[src/rtl/mult_arb.sv]
// mult_arb: round-robin arbiter sharing one sequential multiplier among NUM_REQ requesters
//   clk, rst                          clock, async active-high reset
//   req_i, req_mcand_i, req_mlier_i,
//   req_sgn_i                         per-requester request, packed operands, {mcand_sgn, mlier_sgn}
//   done_o, rsp_prod_o, rsp_err_o     one-hot completion pulse, captured product, watchdog error
//   m_start_o, m_clear_o, m_mcand_o,
//   m_mlier_o, m_mcand_sgn_o,
//   m_mlier_sgn_o                     multiplier control and operands
//   m_prod_i, m_busy_i                multiplier product and busy
module mult_arb #(
  parameter int NUM_REQ  = 2,
  parameter int BW_PTR   = 1,
  parameter int BW_MCAND = 3,
  parameter int BW_MLIER = 4,
  parameter int BW_TO    = 4
) (
  input  logic                          clk,
  input  logic                          rst,
  input  logic [NUM_REQ-1:0]            req_i,
  input  logic [NUM_REQ*BW_MCAND-1:0]   req_mcand_i,
  input  logic [NUM_REQ*BW_MLIER-1:0]   req_mlier_i,
  input  logic [NUM_REQ*2-1:0]          req_sgn_i,
  output logic [NUM_REQ-1:0]            done_o,
  output logic [BW_MCAND+BW_MLIER-1:0]  rsp_prod_o,
  output logic                          rsp_err_o,
  output logic                          m_start_o,
  output logic                          m_clear_o,
  output logic [BW_MCAND-1:0]           m_mcand_o,
  output logic [BW_MLIER-1:0]           m_mlier_o,
  output logic                          m_mcand_sgn_o,
  output logic                          m_mlier_sgn_o,
  input  logic [BW_MCAND+BW_MLIER-1:0]  m_prod_i,
  input  logic                          m_busy_i
);
  localparam int PW = BW_MCAND + BW_MLIER;
  typedef enum logic [2:0] {INIT, IDLE, START, RUN, TOUT, DONE} state_t;
  state_t              state_q, state_d;
  logic [BW_PTR-1:0]   ptr_q, ptr_d, gnt_q, gnt_d, pick;
  logic [BW_TO-1:0]    to_q, to_d;
  logic [PW-1:0]       rsp_prod_q, rsp_prod_d;
  logic                rsp_err_q, rsp_err_d, found;
  logic [1:0]          sgn;
  always_ff @(posedge clk or posedge rst) begin
    if (rst) begin
      state_q    <= INIT;
      ptr_q      <= '0;
      gnt_q      <= '0;
      to_q       <= '0;
      rsp_prod_q <= '0;
      rsp_err_q  <= 1'b0;
    end else begin
      state_q    <= state_d;
      ptr_q      <= ptr_d;
      gnt_q      <= gnt_d;
      to_q       <= to_d;
      rsp_prod_q <= rsp_prod_d;
      rsp_err_q  <= rsp_err_d;
    end
  end
  // scan requesters starting at ptr, wrapping, and take the first one set
  always_comb begin
    found = 1'b0;
    pick  = '0;
    for (int k = 0; k < NUM_REQ; k++) begin
      int s;
      logic [BW_PTR-1:0] idx;
      s = int'(ptr_q) + k;
      if (s >= NUM_REQ) s = s - NUM_REQ;
      idx = BW_PTR'(s);
      if (!found && req_i[idx]) begin
        found = 1'b1;
        pick  = idx;
      end
    end
  end
  always_comb begin
    state_d    = state_q;
    ptr_d      = ptr_q;
    gnt_d      = gnt_q;
    to_d       = to_q;
    rsp_prod_d = rsp_prod_q;
    rsp_err_d  = rsp_err_q;
    case (state_q)
      INIT: state_d = IDLE;
      IDLE: if (found) begin
        gnt_d   = pick;
        state_d = START;
      end
      START: begin
        to_d    = '0;
        state_d = RUN;
      end
      RUN: begin
        to_d = to_q + 1'b1;
        if (!m_busy_i) begin
          rsp_prod_d = m_prod_i;
          rsp_err_d  = 1'b0;
          state_d    = DONE;
        end else if (to_q == BW_TO'(BW_MLIER + 2)) begin
          rsp_prod_d = '0;
          rsp_err_d  = 1'b1;
          state_d    = TOUT;
        end
      end
      TOUT: state_d = DONE;
      DONE: begin
        ptr_d   = (gnt_q == BW_PTR'(NUM_REQ - 1)) ? '0 : gnt_q + 1'b1;
        state_d = IDLE;
      end
      default: state_d = INIT;
    endcase
  end
  assign sgn           = req_sgn_i[2*gnt_q +: 2];
  assign m_mcand_o     = req_mcand_i[gnt_q*BW_MCAND +: BW_MCAND];
  assign m_mlier_o     = req_mlier_i[gnt_q*BW_MLIER +: BW_MLIER];
  assign m_mcand_sgn_o = sgn[1];
  assign m_mlier_sgn_o = sgn[0];
  assign m_start_o     = state_q == START;
  assign m_clear_o     = state_q == INIT || state_q == TOUT;
  assign done_o        = (state_q == DONE) ? NUM_REQ'(1) << gnt_q : '0;
  assign rsp_prod_o    = rsp_prod_q;
  assign rsp_err_o     = rsp_err_q;
endmodule

[config.mk]
export PLATFORM = sky130hd
export DESIGN_NAME = mult_arb
export DESIGN_NICKNAME = d
export VERILOG_FILES = /design/src/rtl/mult_arb.sv
export SDC_FILE = /design/constraint.sdc
export NUM_CORES = 1
export LEC_CHECK = 0
export ABC_AREA = 1
export CAP_MARGIN = 25
export CORE_AREA = 2 2 58 60
export CTS_CLUSTER_SIZE = 20
export DETAILED_ROUTE_END_ITERATION = 6
export DIE_AREA = 0 0 60 62
export HOLD_SLACK_MARGIN = 0.08
export PLACE_DENSITY = 0.63
export SLEW_MARGIN = 25
export SYNTH_ARGS = -nofsm -noshare
export SYNTH_HDL_FRONTEND = slang
export SYNTH_SLANG_ARGS = --single-unit
[constraint.sdc]
create_clock -name clk -period 1.2 [get_ports clk]
set_input_delay 0.24 -clock clk [delete_from_list [all_inputs] [get_ports clk]]
set_output_delay 0.24 -clock clk [all_outputs]
set_load 0.005 [all_outputs]
## Yosys cells after proc, flatten, opt, wreduce, memory -nomap -nowiden

Index checks and enable logic that the tools add are counted.

| word-level totals | value |
|---|---|
| bits in latches | 0 |
| bits of input ports | 30 |
| register bits after elaboration | 17 |
| memories | 0 |
| RAM bits | 0 |
| ROM bits | 0 |

| cells by class | value |
|---|---|
| equality and inequality tests | 9 |
| multiplexer cells | 21 |
| divide/modulo/power cells | 0 |
| shift-type cells | 4 |
| bitwise gates (word level) | 0 |
| $lt $le $gt $ge | 4 |
| add/sub/neg operators | 5 |
| $mul | 1 |
| reduce and logical (&&, ||, !) cells | 9 |

Operators by type and width:

| cell | number |
|---|---|
| one-hot mux 3 bit (5 select lines) | 1 |
| two-way mux 7 bit | 2 |
| two-way mux 1 bit | 13 |
| two-way mux 3 bit | 3 |
| one-hot mux 4 bit (2 select lines) | 1 |
| variable part select 8 x 4 -> 4 bit | 1 |
| equality test 3 x 2 -> 1 bit, second input constant | 2 |
| equality test 3 bit, second input constant | 2 |
| AND reduction 2 bit | 3 |
| variable part select 6 x 4 -> 3 bit | 1 |
| adder 4 x 1 -> 4 bit, second input constant | 1 |
| equality test 4 x 3 -> 1 bit, second input constant | 1 |
| less-than comparator 1 x 2 -> 1 bit, second input constant | 2 |
| variable part select 4 x 3 -> 2 bit | 1 |
| equality test 3 x 1 -> 1 bit, second input constant | 1 |
| logical NOT 3 bit | 1 |
| multiplier 1 x 2 -> 3 bit, second input constant | 1 |
| inequality test 3 bit, second input constant | 1 |
| adder 1 x 1 -> 2 bit, second input constant | 1 |
| >= comparator 1 x 2 -> 1 bit, second input constant | 1 |
| >= comparator 2 bit, second input constant | 1 |
| two-way mux 2 bit | 1 |
| inequality test 2 x 1 -> 1 bit, second input constant | 1 |
| inequality test 2 bit, second input constant | 1 |
| other kinds (8) | 9 |

## Longest topological paths before layout

| depth | value |
|---|---|
| depth after elaboration | 10 |
| mapped depth | 7 |
| gate-level depth less buffers | 7 |

## Least setup slack after synthesis

OpenSTA, ideal clock, no wires.

| timing | value |
|---|---|
| kind | register to register |
| from | register to_q[0] |
| to | register rsp_prod_q[0] (netlist: rsp_prod_o[0]) |
| setup time | 116 ps |
| arrival | 1,003 ps |
| required time | 1,084 ps |
| clock period less this slack | 1,120 ps |
| slack | 80 ps |
| cell stages (with the launch flop) | 8 |
| buffers on the path | 0 |
| cells stage by stage | dfrtp_1 inv_1 ha_1 nand3_1 nand2_1 nand2_1 nand2_1 nand2_1 |

| between the ends | value |
|---|---|
| word-level cells in the longest chain between the ends | 3 |

RTL lines:

| element | RTL line | RTL |
|---|---|---|
| start, declared | 39 | `logic [BW_TO-1:0] to_q, to_d;` |
| start signal, assigned | 55 | `to_q <= to_d;` |
| equality test 4 x 3 -> 1 bit | 99 | `end else if (to_q == BW_TO'(BW_MLIER + 2)) begin` |
| inequality test 2 x 1 -> 1 bit (no source line) | - |  |
| AND reduction 2 bit (no source line) | - |  |
| end signal, assigned | 56 | `rsp_prod_q <= rsp_prod_d;` |
| end, declared | 40 | `logic [PW-1:0] rsp_prod_q, rsp_prod_d;` |

Every way passes these cells.
A chain may end at the register's enable or synchronous reset.

## Worst setup path after layout

| timing | value |
|---|---|
| from | register gnt_q |
| to | output m_mlier_o[1] |

| between the ends | value |
|---|---|
| word-level cells in the longest chain between the ends | 1 |

RTL lines:

| element | RTL line | RTL |
|---|---|---|
| start, declared | 38 | `logic [BW_PTR-1:0] ptr_q, ptr_d, gnt_q, gnt_d, pick;` |
| start signal, assigned | 54 | `gnt_q <= gnt_d;` |
| variable part select 8 x 4 -> 4 bit | 115 | `assign m_mlier_o = req_mlier_i[gnt_q*BW_MLIER +: BW_MLIER];` |
| end, declared | 29 | `output logic [BW_MLIER-1:0] m_mlier_o,` |

Every way passes these cells.

==> reports/metrics.csv <==
stage,metric,value,unit
sta,slew_viol_final,0,
setup_path,slowest_stage,dfrtp_1,
die,fp.dieH,62,µm
synth,synth_nets,158,
clock_network,clkSinkCount,17,
final_layout,stdcell_count,261,
setup_path,worstSetupEndpointType,output pin,
synth,syn-instance-count,126,
setup_path,critPathMaxFanout,6,
synth,synth-seq-area-share,47.1,%
drt,drcViolationCount,0,
clock_network,path_clk_slew,100,ps
sta,fin_crit_sh,121,%
setup_path,crit_chain,buf_6 -> buf_12 -> nand2_2 -> nand2_1 -> buf_2,
clock_network,clock_latency,290,ps
synth,yosysUniqueCellTypes,16,
place,dpl.cell_count,236,
setup_path,worstSetupStartpointType,flip-flop,
final_layout,regArea,425,µm²
synth,synth_area,903,µm²
synth,synth_edf_count,0,
flow_run,maxCapViolCount,0,
setup_path,crit_arrival,1210,ps
sta,hold_viol,0,
clock_network,cts_buffers,3,
setup_path,slowest_delay,430,ps
global_route,gr-total-overflow,0,
final_layout,antenna_cells,0,
power,p_leak,0.958,nW
sta,worstMarginPinSlew,232,ps
clock_network,htree_levels,1,
final_layout,postLayoutCellArea,0.00189,mm²
clock_network,clockRootBuffer,clkbuf_4,
clock_network,cts_buffer_depth,2,
place,gp_congestion,0.817,
final_layout,area_growth,109,%
synth,avgSynthCellArea,7.17,µm²
synth,synth_seq_cells,17,
drt,dr.first_iter.drc_count,10,
drt,vias,1141,
synth,synth_most_common_cell,nand2_1,
die,start_util,28.4,%
drt,drtAntennaViolNets,0,
synth,yosysTopAreaCellShare,47.1,%
outcome,status,finished with violations,
die,dieArea,0.00372,mm²
sta,fmax,691,MHz
worst_hold_path,hold_class,in -> async,
place,place_area,0.00157,mm²
place,portBuffers,50,
drt,wl_per_cell,12.1,µm
clock_network,cts_tree,done,
clock_network,hold_buffers,0,
setup_path,worstSetupPathType,reg -> out,
place,dpl.hpwl,2110,µm
global_route,grt_pass1_vias,1067,
synth,synth_top_cell_by_area,dfrtp_1,
die,die-width,60,µm
final_layout,final.fill_count,293,
global_route,antenna_found_initial,0,
synth,yosysWarnings,0,
die,io-pin-count,51,
synth,synthTopCellsByCount,"nand2_1, dfrtp_1, nor2_1, inv_1, nand3_1",
sta,period_minus_slack,1450,ps
sta,rsz0062_at_grt,true,
drt,first_pass_iters,3,
sta,hold_ws,248,ps
die,coreArea,0.00318,mm²
global_route,track_usage,16.3,%
die,rows,21,
global_route,grt_pass1_wl,4550,µm
final_layout,fin_nets,248,
sta,relSlewSlack,84.5,%
drt,wl,3160,µm
global_route,grt_start_max_net_pins,18,
sta,fin_ws,-247,ps
synth,synth_area_leaders,"dfrtp_1, nand2_1, nand3_1",
final_layout,drive_above_1_share,41.4,%
sta,setup_viol,28,
setup_path,cp_data_required_time,960,ps
synth,synth-async-reset-ratio,100,%
sta,skew,3.21,ps
outcome,violations,setup timing,
synth,synth_flop_cell,dfrtp_1,
power,ir_worst_vdd,1040,µV
drt,via_per_inst,4.37,
final_layout,multi_input_area,576,µm²
power,p_per_area,2070,mW/mm²
==> kinds of logic after synthesis <==
kind of cell | after synthesis | share of synthesized area, %
adders and majority gates | 2 | 2.77
xor gates and xnor gates | 1 | 0.970
and+or+nand+nor | 87 | 39.9
buffers and inverters | 11 | 4.57
DFF | 17 | 47.1
AOI/OAI and AO/OA | 8 | 4.71
==> report_power, final <==
part           switching, mW  total, mW  internal, mW
sequential             0.170      0.985         0.815
combinational           1.18       2.60          1.42
clock                  0.181      0.310         0.129
total                   1.53       3.90          2.37
==> final timing paths <==
kind	endpoint	slack, ps	startpoint	cells after the start
hold / removal	rsp_prod_o[5]$_DFFE_PP0P_	250	rst	3
min in group clk	rsp_prod_o[0]$_DFFE_PP0P_	470	m_prod_i[0]	3
hold reg to reg	rsp_prod_o[5]$_DFFE_PP0P_	490	rsp_prod_o[5]$_DFFE_PP0P_	2
max in group asynchronous	state_q[1]$_DFFE_PP0P_	760	rst	3
setup / recovery	m_mlier_o[1]	-250	gnt_q$_DFFE_PP0P_	5
setup reg to reg	rsp_prod_o[1]$_DFFE_PP0P_	-120	state_q[2]$_DFFE_PP0P_	7
==> layer usage <==
layer | track usage [%] | wire length [µm]
met1 | 16.5 | 1160
met2 | 32.5 | 1700
met3 | 4.35 | 270
met4 | 4.76 | 22
met5 | 0 | 0
==> metrics by stage <==
stage / setup slack, ps / setup TNS (ps) / power, mW / util (%)
final: -247 / -4160 / 3.90 / 59.4
after global routing: -322 / -6100 / 4.21 / 59.4
after CTS: -253 / -3340 / 3.54 / 55.4
after detailed placement: -372 / -5040 / 2.76 / 49.4
after global placement: -366 / -4490 / 2.72 / 49.4
after floorplan: 80.3 / 0 / 1.72 / -
==> area by class of cell <==
cell class / count / area share (%)
Tap cell: 46 / 3.05
Clock buffer: 4 / 1.39
Multi-Input combinational cell: 98 / 30.5
Inverter: 10 / 2.25
Timing Repair Buffer: 86 / 40.3
Sequential cell: 17 / 22.5
==> state kept, by name, summed over array words and instances, names as in the netlist <==
name and cells:
state_q 3, to_q 4, rsp_prod_o 7, gnt_q 1, rsp_err_o 1, ptr_q 1
==> cells in the final DEF (no fill, tap or decap) <==
| cell | n |
|---|---|
| nand2_1 | 50 |
| clkdlybuf4s50_1 | 29 |
| buf_4 | 21 |
| dfrtp_1 | 17 |
| nand2_2 | 14 |
| buf_6 | 14 |
| buf_2 | 13 |
| inv_1 | 6 |
| clkdlybuf4s15_1 | 6 |
| nor2_4 | 5 |
| nor2_1 | 5 |
| inv_2 | 3 |
| nand3_2 | 3 |
| clkbuf_4 | 3 |
| nand2_4 | 2 |
| nand3_1 | 2 |
| o21ai_1 | 2 |
| nand3b_1 | 2 |
| nand3_4 | 2 |
| a21oi_1 | 2 |
| o21ai_2 | 2 |
| clkbuf_2 | 2 |
| nand2_8 | 1 |
| a21boi_0 | 1 |
| nor2_2 | 1 |
| clkinv_4 | 1 |
| o21ai_0 | 1 |
| xnor2_1 | 1 |
| ha_1 | 1 |
| ha_2 | 1 |
| clkbuf_1 | 1 |
| buf_12 | 1 |
==> critical path: cells and delay by family (launching register included) <==
kind                   cells  cell delay (ps)
DFF                        1              430
buffers and inverters      3              390
and+or+nand+nor            2              100
==> what timing repair did <==
item / 4_1_cts / 5_1_grt
setup buffers: 20 / 6
gates resized for setup: 98 / 33
pin swaps: 18 / 15
setup endpoints to repair: 32 / 33
Power figures use the tool's default switching activity.
